[src/rtl/min_sec_timer.sv]
// rtl/min_sec_timer.sv - MM:SS BCD timer with tick prescaler, clear/load, up/down count and sticky done
module min_sec_timer #(
  parameter int TICK_CYCLES = 100_000,
  parameter int MIN_MOD     = 60
) (
  input  logic        clk,
  input  logic        rst,
  input  logic        run,
  input  logic        down,
  input  logic        clr,
  input  logic        load,
  input  logic [15:0] ld_val,
  output logic [3:0]  s0,
  output logic [3:0]  s1,
  output logic [3:0]  m0,
  output logic [3:0]  m1,
  output logic        tick,
  output logic        rollover,
  output logic        done
);

  localparam int            PW     = $clog2(TICK_CYCLES);
  localparam logic [PW-1:0] PMAX   = PW'(TICK_CYCLES - 1);
  localparam logic [3:0]    M1_MAX = 4'(MIN_MOD / 10 - 1);

  function automatic logic [3:0] clamp(input logic [3:0] v, input logic [3:0] lim);
    return (v > lim) ? lim : v;
  endfunction

  logic [PW-1:0] presc;
  logic [3:0]    n_s0, n_s1, n_m0, n_m1;
  logic          wrap;
  logic          n_zero;
  logic [15:0]   ld_clamped;

  // The prescaler only advances while running and not done, so tick is gated the same way.
  assign tick = run & ~done & (presc == PMAX);

  assign ld_clamped = {clamp(ld_val[15:12], M1_MAX), clamp(ld_val[11:8], 4'd9),
                       clamp(ld_val[7:4], 4'd5), clamp(ld_val[3:0], 4'd9)};

  // Next digit values for one count step in the current direction.
  always_comb begin
    n_s0 = s0;
    n_s1 = s1;
    n_m0 = m0;
    n_m1 = m1;
    wrap = 1'b0;
    if (!down) begin
      if (s0 == 4'd9) begin
        n_s0 = 4'd0;
        if (s1 == 4'd5) begin
          n_s1 = 4'd0;
          if (m0 == 4'd9) begin
            n_m0 = 4'd0;
            if (m1 == M1_MAX) begin
              n_m1 = 4'd0;
              wrap = 1'b1;
            end else begin
              n_m1 = m1 + 4'd1;
            end
          end else begin
            n_m0 = m0 + 4'd1;
          end
        end else begin
          n_s1 = s1 + 4'd1;
        end
      end else begin
        n_s0 = s0 + 4'd1;
      end
    end else if ({m1, m0, s1, s0} != 16'h0) begin
      // At 00:00 the digits hold; there is no underflow wrap.
      if (s0 == 4'd0) begin
        n_s0 = 4'd9;
        if (s1 == 4'd0) begin
          n_s1 = 4'd5;
          if (m0 == 4'd0) begin
            n_m0 = 4'd9;
            n_m1 = m1 - 4'd1;
          end else begin
            n_m0 = m0 - 4'd1;
          end
        end else begin
          n_s1 = s1 - 4'd1;
        end
      end else begin
        n_s0 = s0 - 4'd1;
      end
    end
    n_zero = ({n_m1, n_m0, n_s1, n_s0} == 16'h0);
  end

  // State update: rst > clr > load > tick-driven count.
  always_ff @(posedge clk) begin
    if (rst) begin
      presc    <= '0;
      {m1, m0, s1, s0} <= 16'h0;
      rollover <= 1'b0;
      done     <= 1'b0;
    end else if (clr) begin
      presc    <= '0;
      {m1, m0, s1, s0} <= 16'h0;
      rollover <= 1'b0;
      done     <= 1'b0;
    end else if (load) begin
      presc    <= '0;
      {m1, m0, s1, s0} <= ld_clamped;
      rollover <= 1'b0;
      done     <= down & (ld_val == 16'h0);
    end else begin
      rollover <= 1'b0;
      if (run && !done)
        presc <= (presc == PMAX) ? '0 : presc + PW'(1);
      if (tick) begin
        {m1, m0, s1, s0} <= {n_m1, n_m0, n_s1, n_s0};
        if (down)
          done <= n_zero;
        else
          rollover <= wrap;
      end
    end
  end

endmodule

[config.mk]
export PLATFORM = sky130hd
export DESIGN_NAME = min_sec_timer
export DESIGN_NICKNAME = d
export VERILOG_FILES = /design/src/rtl/min_sec_timer.sv
export SDC_FILE = /design/constraint.sdc
export NUM_CORES = 1
export LEC_CHECK = 0
export CAP_MARGIN = 15
export CORE_UTILIZATION = 35
export CTS_CLUSTER_DIAMETER = 150
export CTS_CLUSTER_SIZE = 25
export DETAILED_ROUTE_END_ITERATION = 12
export SYNTH_ARGS = -nofsm -noshare
export SYNTH_HDL_FRONTEND = slang
export SYNTH_SLANG_ARGS = --single-unit
[constraint.sdc]
create_clock -name clk -period 6.8 [get_ports clk]
set_input_delay 2.04 -clock clk [delete_from_list [all_inputs] [get_ports clk]]
set_output_delay 2.04 -clock clk [all_outputs]
set_load 0.05 [all_outputs]
# After elaboration in Yosys (flattened, before gate mapping)
# Index checks and enable logic that the tools add are counted.
op_classes:
  add_sub_neg: 9
  n_lt_le_gt_ge: 4
  n_eq_ne: 5
  mux: 44
  bitwise: 8
  n_reduce_logical: 14
op_table:
  columns: ["op", "n"]
  rows:
  - ["2-to-1 mux 4 bit", 39]
  - ["logical NOT 16 bit", 2]
  - ["adder 17 x 1 -> 17 bit (second input constant)", 1]
  - ["== test 17 bit (second input constant)", 1]
  - ["2-to-1 mux 17 bit", 1]
  - ["adder 4 x 1 -> 4 bit (second input constant)", 4]
  - ["nonzero test 16 bit", 1]
  - ["subtractor 4 x 1 -> 4 bit (second input constant)", 4]
  - ["logical NOT 4 bit", 3]
  - ["== test 4 x 3 -> 1 bit (second input constant)", 2]
  - ["== test 4 bit (second input constant)", 2]
  - ["> comparator 4 x 3 -> 1 bit (second input constant)", 2]
  - ["> comparator 4 bit (second input constant)", 2]
  - ["OR reduction 8 bit", 1]
  - ["NOT 1 bit", 5]
  - ["2-to-1 mux 1 bit", 4]
  - ["nonzero test 2 bit", 2]
  - ["bitwise AND 1 bit", 3]
  - ["OR reduction 3 bit", 1]
  - ["AND reduction 2 bit", 1]
  - ["OR reduction 2 bit", 1]
  - ["logical AND 1 bit", 1]
  - ["logical NOT 1 bit", 1]
totals:
  register_bits: 35
  input_bits: 22
  output_inout_bits: 19
  elab_cells: 91

# Longest topological paths before layout
# Gate-level depths: netlist of run 1.
logic_depth:
  ltp_word: 10
  mapped_depth: 9
  ltp_nobuf: 9

# Worst setup path after synthesis of run 1
# OpenSTA, ideal clock, no wires.
synth_timing:
  path_kind: "input-to-output"
  start: "input port run"
  end: "output port tick"
  t_arrival_ns: 3.357
  t_required_ns: 4.760
  setup_slack_ns: 1.403
  stages: 6
  path_buffers: 2
  cell_sequence: "nor2b_1 > clkbuf_1 > and3_1 > nand4_1 > inv_1 > buf_2"
synth_via:
  elab_chain_len: 2
synth_rtl:
  columns: ["element", "line_no", "source"]
  rows:
  - ["start, declared", "8", "input logic run,"]
  - ["bitwise AND 1 bit (2 in series)", "37", "assign tick = run & ~done & (presc == PMAX);"]
  - ["end, declared", "17", "output logic tick,"]
# Every way passes these cells.

# Worst setup path after layout of run 1
# Ends and elaborated chain as after synthesis.

==> insert_results.sql, run 1 <==
INSERT INTO impl_metrics (metric_group, metric, value, unit) VALUES
('synthesis', 'synth_area', '0.00257', 'mm²'),
('floorplanning', 'placeableCoreArea', '0.00694', 'mm²'),
('drt', 'postRouteAntennaNets', '0', ''),
('grt', 'largest_net_degree_at_the_start_of_global_routing', '19', ''),
('sta', 'timing.final.hold_violations', '0', ''),
('sta', 'layout_setup_ws', '1.08', 'ns'),
('clock_network', 'cts_buffers', '5', ''),
('synthesis', 'yosys_register_bits', '35', ''),
('drt', 'dr.pass1.iters', '4', ''),
('place', 'cell_count_post_placement', '456', ''),
('run', 'maxCapViolCount', '0', ''),
('setup_path', 'critical_path_depth', '7', ''),
('floorplanning', 'dieWidth', '87.7', 'µm'),
('synthesis', 'proportion_of_synthesized_chip_area_in_sequential_cells', '0.273', ''),
('synthesis', 'yosys_warnings', '0', ''),
('floorplanning', 'initial_utilization', '0.370', ''),
('drt', 'vias_per_cell', '5.61', ''),
('synthesis', 'syn_avg_cell_area', '7.64', 'µm²'),
('layout', 'final_layout_size_suffix_gt1_frac', '0.0571', ''),
('sta', 'timing_worst_slew_pin_value', '0.689', 'ns'),
('layout', 'final-seq-area', '701', 'µm²'),
('grt', 'wire_length_of_the_first_global_routing_pass', '11700', 'µm'),
('clock_network', 'number_of_buffers_on_the_longest_clock_path', '2', ''),
('setup_path', 'cp.arrival', '3.68', 'ns'),
('setup_path', 'rr_startpoint', 'm1[0]', ''),
('sta', 'min_period_over_period', '0.842', ''),
('layout', 'final_cell_count_no_fill', '464', ''),
('setup_path', 'cp.buffers_inverters', '4', ''),
('drt', 'routedWlPerCell', '15.5', 'µm'),
('synthesis', 'synthDistinctLibCells', '63', ''),
('sta', 'maxSlewViolCount', '0', ''),
('layout', 'layout-area-overhead-vs-synth', '22.3', '%'),
('place', 'gp_congestion', '0.906', ''),
('floorplanning', 'placement_row_count', '30', ''),
('place', 'detailedPlace.worstSlack', '1.07', 'ns'),
('setup_path', 'timing.rr.end', 'done', ''),
('power', 'vdd_ir_drop_max', '0.0936', 'mV'),
('clock_network', 'htreeDepth', '2', ''),
('sta', 'finalSetupViolations', '0', ''),
('grt', 'number_of_global_route_vias_before_repair', '2327', ''),
('sta', 'headroom_to_the_max_slew_limit', '0.539', ''),
('layout', 'most_common_cell_after_layout_fill_and_taps_aside', 'sky130_fd_sc_hd__nor2_1', ''),
('power', 'power_density', '159', 'mW/mm²'),
('min_path', 'holdCritPathClass', 'reg -> reg', ''),
('clock_network', 'clkTransAtPathRegs', '0.08', 'ns'),
('clock_network', 'cts.sink_count', '35', ''),
('setup_path', 'critical_path_peak_fanout', '18', ''),
('clock_network', 'post_cts_resized', '0', ''),
('floorplanning', 'pin_count', '41', ''),
('layout', 'nNetsFinal', '395', ''),
('setup_path', 'timing.critical_path.from_type', 'input pin', ''),
('floorplanning', 'die_area', '0.00768', 'mm²'),
('clock_network', 'insertion_delay', '0.30', 'ns'),
('clock_network', 'tritoncts', 'built', ''),
('drt', 'detail_route.iter0.violations', '132', ''),
('synthesis', 'synth-edff-count', '0', ''),
('layout', 'final_core_utilization', '0.452', ''),
('layout', 'num_antenna_cells', '0', ''),
('sta', 'finClkSkew', '0.0117', 'ns'),
('synthesis', 'synth_cells', '336', ''),
('grt', 'grt_overflow', '0', ''),
('layout', 'most-common-layout-cells', 'sky130_fd_sc_hd__nor2_1, sky130_fd_sc_hd__clkdlybuf4s50_1, sky130_fd_sc_hd__dfxtp_1, sky130_fd_sc_hd__nand2_1, sky130_fd_sc_hd__o21ai_0', ''),
('sta', 'fmax', '0.175', 'GHz'),
('sta', 'final.setup.tns', '0', 'ns'),
('setup_path', 'critPathKind', 'in -> out', ''),
('setup_path', 'critical-path-top-delay-family', 'buffers and inverters', ''),
('sta', 'min_period', '5.72', 'ns'),
('clock_network', 'cts_hold_buffers', '0', ''),
('place', 'numPortBuffers', '40', ''),
('layout', 'multi_input_gate_area_in_the_final_layout', '0.00175', 'mm²'),
('status', 'result_of_the_run', 'completed', '');
[synth_stat cells, types with 2 or more instances]
cell type,number,share of area
sky130_fd_sc_hd__a211oi_1,11,0.032
sky130_fd_sc_hd__nor4bb_1,2,0.0078
sky130_fd_sc_hd__nor3_1,12,0.023
sky130_fd_sc_hd__a21oi_1,12,0.023
sky130_fd_sc_hd__nand3_1,15,0.029
sky130_fd_sc_hd__nor3b_1,3,0.0088
sky130_fd_sc_hd__xor2_1,12,0.041
sky130_fd_sc_hd__a221oi_1,4,0.014
sky130_fd_sc_hd__and2_2,2,0.0058
sky130_fd_sc_hd__and3_1,7,0.017
sky130_fd_sc_hd__nor2_1,48,0.070
sky130_fd_sc_hd__nand2_1,30,0.044
sky130_fd_sc_hd__a2111oi_0,2,0.0068
sky130_fd_sc_hd__nand2b_1,4,0.0097
sky130_fd_sc_hd__a31oi_1,4,0.0097
sky130_fd_sc_hd__nand3b_1,2,0.0058
sky130_fd_sc_hd__nor4_1,4,0.0097
sky130_fd_sc_hd__inv_1,8,0.012
sky130_fd_sc_hd__nor2b_1,4,0.0097
sky130_fd_sc_hd__a22o_1,2,0.0068
sky130_fd_sc_hd__o31ai_1,3,0.0088
sky130_fd_sc_hd__nor4_4,2,0.017
sky130_fd_sc_hd__or3b_1,5,0.017
sky130_fd_sc_hd__or3_1,5,0.012
sky130_fd_sc_hd__mux2i_1,7,0.027
sky130_fd_sc_hd__nand4_1,7,0.017
sky130_fd_sc_hd__dfxtp_1,35,0.27
sky130_fd_sc_hd__o21ai_0,18,0.035
sky130_fd_sc_hd__a22oi_1,2,0.0058
sky130_fd_sc_hd__xnor2_1,7,0.024
sky130_fd_sc_hd__a21o_1,3,0.0088
sky130_fd_sc_hd__buf_2,5,0.0097
sky130_fd_sc_hd__o21bai_1,2,0.0058
sky130_fd_sc_hd__and2_1,3,0.0073
sky130_fd_sc_hd__ha_1,6,0.029
sky130_fd_sc_hd__clkbuf_1,10,0.015
sky130_fd_sc_hd__o22ai_1,2,0.0049
[flip-flops by register name, summed over array words and instances (netlist names)]
| register | cells |
|---|---|
| m0 | 4 |
| s1 | 4 |
| s0 | 4 |
| presc | 17 |
| rollover | 1 |
| done | 1 |
| m1 | 4 |
[per-layer routing]
metal,vias to the layer above,global-route usage,wire (µm)
li1,1292,-,-
met1,1214,0.281,3590
met2,82,0.298,3100
met3,15,0.0358,357
met4,0,0.0581,126
met5,-,0,0
[final cells by class]
cell class,count,area share
Clock buffer,5,0.0219
Clock inverter,3,0.0139
Inverter,8,0.00956
Multi-Input combinational cell,275,0.558
Sequential cell,35,0.223
Tap cell,96,0.0382
Timing Repair Buffer,42,0.135
[where the power goes]
group          total [µW]  internal [µW]  switching [µW]
combinational        90.7           39.2            51.5
clock                 192            109            82.5
sequential            217            208            9.02
total                 499            356             143
[tightest hold or removal path: cells and delay by family (launching register included)]
kind	cells	cell delay, ns
flip-flops	1	0.32
AO/OA/AOI/OAI	2	0.13
[metrics by stage]
stage                     cell area, µm²  hold WS (ns)  power (µW)
after floorplan                     2570         0.453         278
after global placement              3030         0.469         311
after global routing                3140         0.499         519
after CTS                           3140         0.488         503
final                               3140         0.486         499
after detailed placement            3030         0.476         311
[worst min-delay path by stage]
stage                    from         to  slack (ns)  cells past startpoint
floorplan           presc[16]  presc[16]        0.45                      2
global placement    presc[16]  presc[16]        0.47                      2
detailed placement  presc[16]  presc[16]        0.48                      2
CTS                 presc[16]  presc[16]        0.49                      2
global route        presc[16]  presc[16]        0.50                      2
finish              presc[16]  presc[16]        0.49                      2
[cells by family (layout without fill, tap and decap cells)]
| family | Yosys count | after routing | share of synthesized area |
|---|---|---|---|
| xor gates and xnor gates | 19 | 19 | 0.0648 |
| adders and majority gates | 6 | 6 | 0.0292 |
| muxes | 7 | 7 | 0.0273 |
| buffers and inverters | 26 | 58 | 0.0448 |
| DFF | 35 | 35 | 0.273 |
| and+or+nand+nor | 165 | 165 | 0.353 |
| AOI/OAI and AO/OA | 78 | 78 | 0.208 |
No activity file was read; power rests on OpenSTA's default activity.
==> run 2: changes to the inputs <==
==> constraint.sdc (replaced) <==
create_clock -name clk -period 4.9 [get_ports clk]
set_input_delay 1.47 -clock clk [delete_from_list [all_inputs] [get_ports clk]]
set_output_delay 1.47 -clock clk [all_outputs]
set_load 0.05 [all_outputs]
==> run 2 against run 1 <==
  * Final area grew 0.72%
  * Combinational power rose by 40%
  * Register-to-register slack got worse by 1.9 ns
  * Non-clock buffer count up 3
  * Sequential share of layout area down 0.16 points
  * Clock skew decreased by 0.0035 ns
  * Critical endpoint unchanged
  * Largest power group unchanged
==> insert_results.sql, run 2 (synthesized netlist as in run 1, its figures left out) <==
INSERT INTO impl_metrics (metric_group, metric, value, unit) VALUES
('status', 'result_of_the_run', 'completed', ''),
('layout', 'most-common-layout-cells', 'sky130_fd_sc_hd__nor2_1, sky130_fd_sc_hd__clkdlybuf4s50_1, sky130_fd_sc_hd__dfxtp_1, sky130_fd_sc_hd__nand2_1, sky130_fd_sc_hd__o21ai_0', ''),
('sta', 'fmax', '0.235', 'GHz'),
('run', 'maxCapViolCount', '0', ''),
('floorplanning', 'pin_count', '41', ''),
('sta', 'min_period', '4.25', 'ns'),
('drt', 'wl_met1', '3470', 'µm'),
('place', 'cell_count_post_placement', '459', ''),
('drt', 'top_signal_layer_used', 'met4', ''),
('power', 'post-layout-total-power', '692', 'µW'),
('sta', 'maxSlewViolCount', '0', ''),
('setup_path', 'cp.buffers_inverters', '3', ''),
('layout', 'num_antenna_cells', '0', ''),
('clock_network', 'post_cts_resized', '0', ''),
('clock_network', 'tritoncts', 'built', ''),
('setup_path', 'critPathKind', 'in -> out', ''),
('grt', 'number_of_global_route_vias_before_repair', '2237', ''),
('sta', 'timing_worst_slew_pin_value', '0.647', 'ns'),
('place', 'place.detailed.hpwl', '5300', 'µm'),
('clock_network', 'htreeDepth', '2', ''),
('clock_network', 'clkTransAtPathRegs', '0.08', 'ns'),
('drt', 'met3_wirelength', '351', 'µm'),
('floorplanning', 'placeableCoreArea', '0.00694', 'mm²'),
('clock_network', 'cts_buffers', '5', ''),
('clock_network', 'insertion_delay', '0.29', 'ns'),
('layout', 'final_layout_size_suffix_gt1_frac', '0.0647', ''),
('layout', 'multi_input_gate_area_in_the_final_layout', '0.00175', 'mm²'),
('grt', 'wire_length_of_the_first_global_routing_pass', '11300', 'µm'),
('layout', 'largest-register', 'presc', ''),
('sta', 'finClkSkew', '0.00812', 'ns'),
('drt', 'postRouteAntennaNets', '0', ''),
('floorplanning', 'initial_utilization', '0.370', ''),
('place', 'numPortBuffers', '40', ''),
('setup_path', 'critical-path-top-delay-family', 'buffers and inverters', ''),
('sta', 'min_period_over_period', '0.868', ''),
('floorplanning', 'placement_row_count', '30', ''),
('clock_network', 'cts_post_setup_buffers_inserted', '0', ''),
('drt', 'detail_route.iter0.violations', '121', ''),
('sta', 'fin_hold_ws', '0.489', 'ns'),
('layout', 'final-seq-area', '701', 'µm²'),
('place', 'gp_congestion', '0.823', ''),
('drt', 'routed_length_on_met2', '3170', 'µm'),
('layout', 'final_cell_count_no_fill', '467', ''),
('grt', 'largest_net_degree_at_the_start_of_global_routing', '18', ''),
('sta', 'finalSetupViolations', '0', ''),
('sta', 'layout_setup_ws', '0.647', 'ns'),
('grt', 'grt_antenna_before_repair', '0', ''),
('clock_network', 'cts.sink_count', '35', ''),
('drt', 'drc_errors', '0', ''),
('layout', 'most_common_cell_after_layout_fill_and_taps_aside', 'sky130_fd_sc_hd__nor2_1', ''),
('drt', 'finalWirelength', '7050', 'µm'),
('setup_path', 'worstPathCellList', 'clkdlybuf4s50_1 > nor2b_1 > and3_1 > nand4_1 > inv_1 > buf_12', ''),
('layout', 'fill_cells', '713', ''),
('clock_network', 'root_buffer_selected_by_cts', 'sky130_fd_sc_hd__clkbuf_8', ''),
('drt', 'routedWlPerCell', '15.1', 'µm'),
('sta', 'headroom_to_the_max_slew_limit', '0.568', ''),
('sta', 'final.setup.tns', '0', 'ns'),
('floorplanning', 'dieWidth', '87.7', 'µm'),
('setup_path', 'endpoint_kind', 'output port', ''),
('power', 'power_density', '219', 'mW/mm²'),
('layout', 'nNetsFinal', '398', ''),
('setup_path', 'critical_path_peak_fanout', '3', ''),
('drt', 'dr.pass1.iters', '5', ''),
('drt', 'vias_per_cell', '5.48', ''),
('clock_network', 'cts_hold_buffers', '0', ''),
('setup_path', 'crit_required', '3.43', 'ns'),
('setup_path', 'setup.reg_to_reg.worst_slack', '2.16', 'ns'),
('layout', 'layout-area-overhead-vs-synth', '23.2', '%'),
('place', 'detailedPlace.worstSlack', '0.636', 'ns'),
('setup_path', 'cp.arrival', '2.78', 'ns'),
('floorplanning', 'die_area', '0.00768', 'mm²'),
('setup_path', 'timing.critical_path.slowest_cell_delay', '0.44', 'ns'),
('sta', 'rsz_0062_raised_after_global_routing', 'false', ''),
('grt', 'grt_overflow', '0', ''),
('setup_path', 'timing.critical_path.from_type', 'input pin', ''),
('grt', 'track_usage', '0.192', ''),
('min_path', 'holdCritPathClass', 'reg -> reg', ''),
('power', 'p_leak', '0.00108', 'µW'),
('sta', 'timing.final.hold_violations', '0', ''),
('clock_network', 'number_of_buffers_on_the_longest_clock_path', '2', ''),
('power', 'vdd_ir_drop_max', '0.162', 'mV'),
('drt', 'route.vias.total', '2558', ''),
('setup_path', 'slowest_stage', 'sky130_fd_sc_hd__clkdlybuf4s50_1', ''),
('layout', 'flip_flop_count_of_the_largest_register_all_copies_and_words_added', '17', ''),
('floorplanning', 'die_h', '87.7', 'µm');
## run 2: changes by cell type in the layout (fill, tap and decap cells not counted)
cell,change
sky130_fd_sc_hd__buf_4,+3
## run 2: path summary, 6_finish.rpt
kind | startpoint | end | cells past startpoint
max reg2reg | m1[0] | done | 9
min | presc[16] | presc[16] | 2
min reg2reg | presc[16] | presc[16] | 2
max | run | tick | 6
## run 2: tightest hold or removal path, stage by stage (launching register included)
cell                      delay [ns]
sky130_fd_sc_hd__dfxtp_1        0.32
sky130_fd_sc_hd__o21ai_0        0.07
sky130_fd_sc_hd__a21oi_1        0.06
## run 2: power by group
part           internal [µW]  switching (µW)  leakage, µW
logic                   55.9            70.6     0.000741
clock network            152             113    0.0000581
registers                288            12.6     0.000283
## run 2: cell type report
cell class / count / share of cell area
clock inverter: 3 / 0.0138
tap: 96 / 0.0380
multi-input combinational: 275 / 0.554
sequential: 35 / 0.222
timing repair buffer: 45 / 0.142
inverter: 8 / 0.00949
clock buffer: 5 / 0.0218
## run 2: layer usage
metal,vias to the layer above,GRT usage
met5,-,0
met4,0,0.0432
met3,5,0.0377
met2,66,0.300
met1,1184,0.274
li1,1303,-
## run 2: metrics by stage
| stage | instance area (µm²) | util |
|---|---|---|
| 4_1_cts | 3160 | 0.455 |
| 3_5_place_dp | 3050 | 0.439 |
| 2_1_floorplan | 2570 | - |
| 6_report | 3160 | 0.455 |
| 3_3_place_gp | 3050 | 0.439 |
| 5_1_grt | 3160 | 0.455 |
==> run 3: changes to the inputs <==
--- a/config.mk
+++ b/config.mk
@@ -5,6 +5,7 @@
 export SDC_FILE = /design/constraint.sdc
 export NUM_CORES = 1
 export LEC_CHECK = 0
+export ABC_AREA = 1
 export CAP_MARGIN = 15
 export CORE_UTILIZATION = 35
 export CTS_CLUSTER_DIAMETER = 150
==> run 3 against run 2 <==
  * Clock skew grew 0.0041 ns
  * Critical path depth grew 2
  * Die area grew 8.3%
  * Largest power group unchanged
  * Sequential share of layout area shrank 1.5 points
  * Critical endpoint unchanged
  * Critical path type unchanged
  * Synthesized cell count grew 36%
  * Sequential cell count is the same
==> insert_results.sql, run 3 <==
INSERT INTO impl_metrics (metric_group, metric, value, unit) VALUES
('clock_network', 'insertion_delay', '0.30', 'ns'),
('sta', 'min_period_over_period', '0.879', ''),
('layout', 'num_antenna_cells', '0', ''),
('layout', 'nNetsFinal', '522', ''),
('drt', 'dr.pass1.iters', '4', ''),
('floorplanning', 'dieWidth', '91.2', 'µm'),
('power', 'p_leak', '0.00140', 'µW'),
('run', 'maxCapViolCount', '0', ''),
('clock_network', 'cts.sink_count', '35', ''),
('floorplanning', 'pin_count', '41', ''),
('clock_network', 'cts_buffers', '5', ''),
('sta', 'finClkSkew', '0.0122', 'ns'),
('sta', 'headroom_to_the_max_slew_limit', '0.639', ''),
('drt', 'vias_per_cell', '5.06', ''),
('drt', 'routedWlPerCell', '13.2', 'µm'),
('floorplanning', 'placeableCoreArea', '0.00773', 'mm²'),
('drt', 'route.vias.total', '3021', ''),
('status', 'result_of_the_run', 'completed', ''),
('place', 'place.detailed.hpwl', '6060', 'µm'),
('setup_path', 'critPathKind', 'in -> out', ''),
('grt', 'largest_net_degree_at_the_start_of_global_routing', '19', ''),
('synthesis', 'synth-edff-count', '0', ''),
('synthesis', 'proportion_of_synthesized_chip_area_in_sequential_cells', '0.252', ''),
('layout', 'fill_cells', '800', ''),
('sta', 'timing.final.hold_violations', '0', ''),
('synthesis', 'most_frequent_cell_after_synthesis', 'sky130_fd_sc_hd__nand2_1', ''),
('synthesis', 'synth_area', '0.00279', 'mm²'),
('floorplanning', 'placement_row_count', '32', ''),
('synthesis', 'syn_avg_cell_area', '6.11', 'µm²'),
('layout', 'final_layout_size_suffix_gt1_frac', '0.109', ''),
('synthesis', 'most_instantiated_cells_after_synthesis', 'sky130_fd_sc_hd__nand2_1, sky130_fd_sc_hd__nor2_1, sky130_fd_sc_hd__inv_1', ''),
('power', 'vdd_ir_drop_max', '0.129', 'mV'),
('setup_path', 'setup.worst_path.start', 'run', ''),
('clock_network', 'root_buffer_selected_by_cts', 'sky130_fd_sc_hd__clkbuf_8', ''),
('clock_network', 'number_of_buffers_on_the_longest_clock_path', '2', ''),
('sta', 'min_period', '4.31', 'ns'),
('grt', 'grt_antenna_before_repair', '0', ''),
('floorplanning', 'die_area', '0.00832', 'mm²'),
('drt', 'drc_errors', '0', ''),
('setup_path', 'timing.critical_path.from_type', 'input pin', ''),
('synthesis', 'synthDistinctLibCells', '37', ''),
('floorplanning', 'die_h', '91.2', 'µm'),
('floorplanning', 'initial_utilization', '0.360', ''),
('synthesis', 'dominant_cells_by_area_after_synthesis', 'sky130_fd_sc_hd__dfxtp_1, sky130_fd_sc_hd__nand2_1, sky130_fd_sc_hd__nand3_1', ''),
('setup_path', 'endpoint_kind', 'output port', ''),
('layout', 'most_common_cell_after_layout_fill_and_taps_aside', 'sky130_fd_sc_hd__nand2_1', ''),
('clock_network', 'cts_hold_buffers', '0', ''),
('grt', 'number_of_global_route_vias_before_repair', '2827', ''),
('grt', 'wire_length_of_the_first_global_routing_pass', '13400', 'µm'),
('setup_path', 'ff2ff_path_depth', '13', ''),
('power', 'power_density', '218', 'mW/mm²'),
('drt', 'postRouteAntennaNets', '0', ''),
('sta', 'fmax', '0.232', 'GHz'),
('min_path', 'holdCritPathClass', 'reg -> reg', ''),
('setup_path', 'setup.reg_to_reg.worst_slack', '2.72', 'ns'),
('sta', 'timing_worst_slew_pin_value', '0.540', 'ns'),
('sta', 'rsz_0062_raised_after_global_routing', 'false', ''),
('place', 'gp_congestion', '0.886', ''),
('clock_network', 'post_cts_resized', '0', ''),
('synthesis', 'async_flop_share', '0', ''),
('setup_path', 'cp.arrival', '2.84', 'ns'),
('synthesis', 'ys.flop_type', 'sky130_fd_sc_hd__dfxtp_1', ''),
('sta', 'fin_hold_ws', '0.470', 'ns'),
('synthesis', 'yosys_register_bits', '35', ''),
('synthesis', 'synth_fp_nets', '484', ''),
('layout', 'multi_input_gate_area_in_the_final_layout', '0.00180', 'mm²'),
('synthesis', 'synth_cells', '456', ''),
('layout', 'final-seq-area', '701', 'µm²'),
('grt', 'grt_overflow', '0', ''),
('layout', 'largest-register', 'presc', ''),
('synthesis', 'library_cell_occupying_the_most_area_in_the_post_synthesis_netlist', 'sky130_fd_sc_hd__dfxtp_1', ''),
('layout', 'most-common-layout-cells', 'sky130_fd_sc_hd__nand2_1, sky130_fd_sc_hd__nor2_1, sky130_fd_sc_hd__inv_1, sky130_fd_sc_hd__nand3_1, sky130_fd_sc_hd__clkdlybuf4s50_1', ''),
('clock_network', 'clkTransAtPathRegs', '0.07', 'ns'),
('setup_path', 'last_element_of_the_critical_path', 'tick', ''),
('setup_path', 'critical_path_peak_fanout', '5', ''),
('grt', 'track_usage', '0.198', ''),
('setup_path', 'rr_startpoint', 'm1[0]', ''),
('setup_path', 'timing.rr.end', 'done', ''),
('sta', 'finalSetupViolations', '0', ''),
('setup_path', 'crit_required', '3.43', 'ns'),
('layout', 'layout-area-overhead-vs-synth', '21.6', '%'),
('clock_network', 'cts_post_setup_buffers_inserted', '0', ''),
('place', 'numPortBuffers', '40', ''),
('sta', 'final.setup.tns', '0', 'ns'),
('synthesis', 'yosys_warnings', '0', ''),
('sta', 'maxSlewViolCount', '0', ''),
('clock_network', 'htreeDepth', '2', ''),
('drt', 'finalWirelength', '7900', 'µm'),
('clock_network', 'tritoncts', 'built', ''),
('drt', 'detail_route.iter0.violations', '157', ''),
('synthesis', 'synth_top_area_frac', '0.252', ''),
('layout', 'flip_flop_count_of_the_largest_register_all_copies_and_words_added', '17', '');
[run 3: layout make-up]
type                       instances  area share
multi-input combinational        353       0.532
clock inverter                     2      0.0103
clock buffer                       6      0.0244
inverter                          57      0.0632
tap                              102      0.0377
timing repair buffer              42       0.126
sequential                        35       0.207
[run 3: logic make-up after synthesis]
logic type	share of synthesized area
AO/OA/AOI/OAI	0.135
XOR/XNOR	0.0189
adder cells (fa/ha/maj)	0.0270
buffers and inverters	0.102
flip-flops	0.252
AND/OR/NAND/NOR	0.466
[run 3: per-layer routing]
metal,up-vias,global-route usage,wire (µm)
li1,1578,-,-
met1,1363,0.268,3830
met2,67,0.323,3580
met3,13,0.0285,351
met4,0,0.0648,138
met5,-,0,0
[run 3: worst min path at each step]
| stage | start | endpoint | slack (ns) | cells past startpoint |
|---|---|---|---|---|
| final | presc[16] | presc[16] | 0.47 | 1 |
| after CTS | presc[16] | presc[16] | 0.48 | 1 |
| after floorplan | presc[16] | presc[16] | 0.42 | 1 |
| after detailed placement | presc[16] | presc[16] | 0.47 | 1 |
| after global routing | presc[16] | presc[16] | 0.51 | 1 |
| after global placement | presc[16] | presc[16] | 0.45 | 1 |
[run 3: metrics by stage]
step                total power [µW]  cell area [µm²]   util  setup slack (ns)  cells
finish                           739             3390  0.438             0.592    597
detailed placement               466             3270  0.423             0.593    589
CTS                              741             3390  0.438             0.586    597
global placement                 466             3270  0.423             0.630    589
floorplan                        416             2790      -              1.09    456
global route                     776             3390  0.438             0.501    597
[run 3: worst max-delay path, cell delays in order]
cell                              delay [ns]
sky130_fd_sc_hd__clkdlybuf4s50_1        0.45
sky130_fd_sc_hd__inv_1                  0.06
sky130_fd_sc_hd__nor2_4                 0.12
sky130_fd_sc_hd__inv_2                  0.07
sky130_fd_sc_hd__nor4_1                 0.17
sky130_fd_sc_hd__nand2_1                0.16
sky130_fd_sc_hd__inv_1                  0.18
sky130_fd_sc_hd__buf_12                 0.16
[run 3: power by group]
group	internal [µW]	total (µW)	switching (µW)
Sequential	289	299	10.2
Combinational	58.8	162	103
Clock	165	278	113
Total	512	739	226
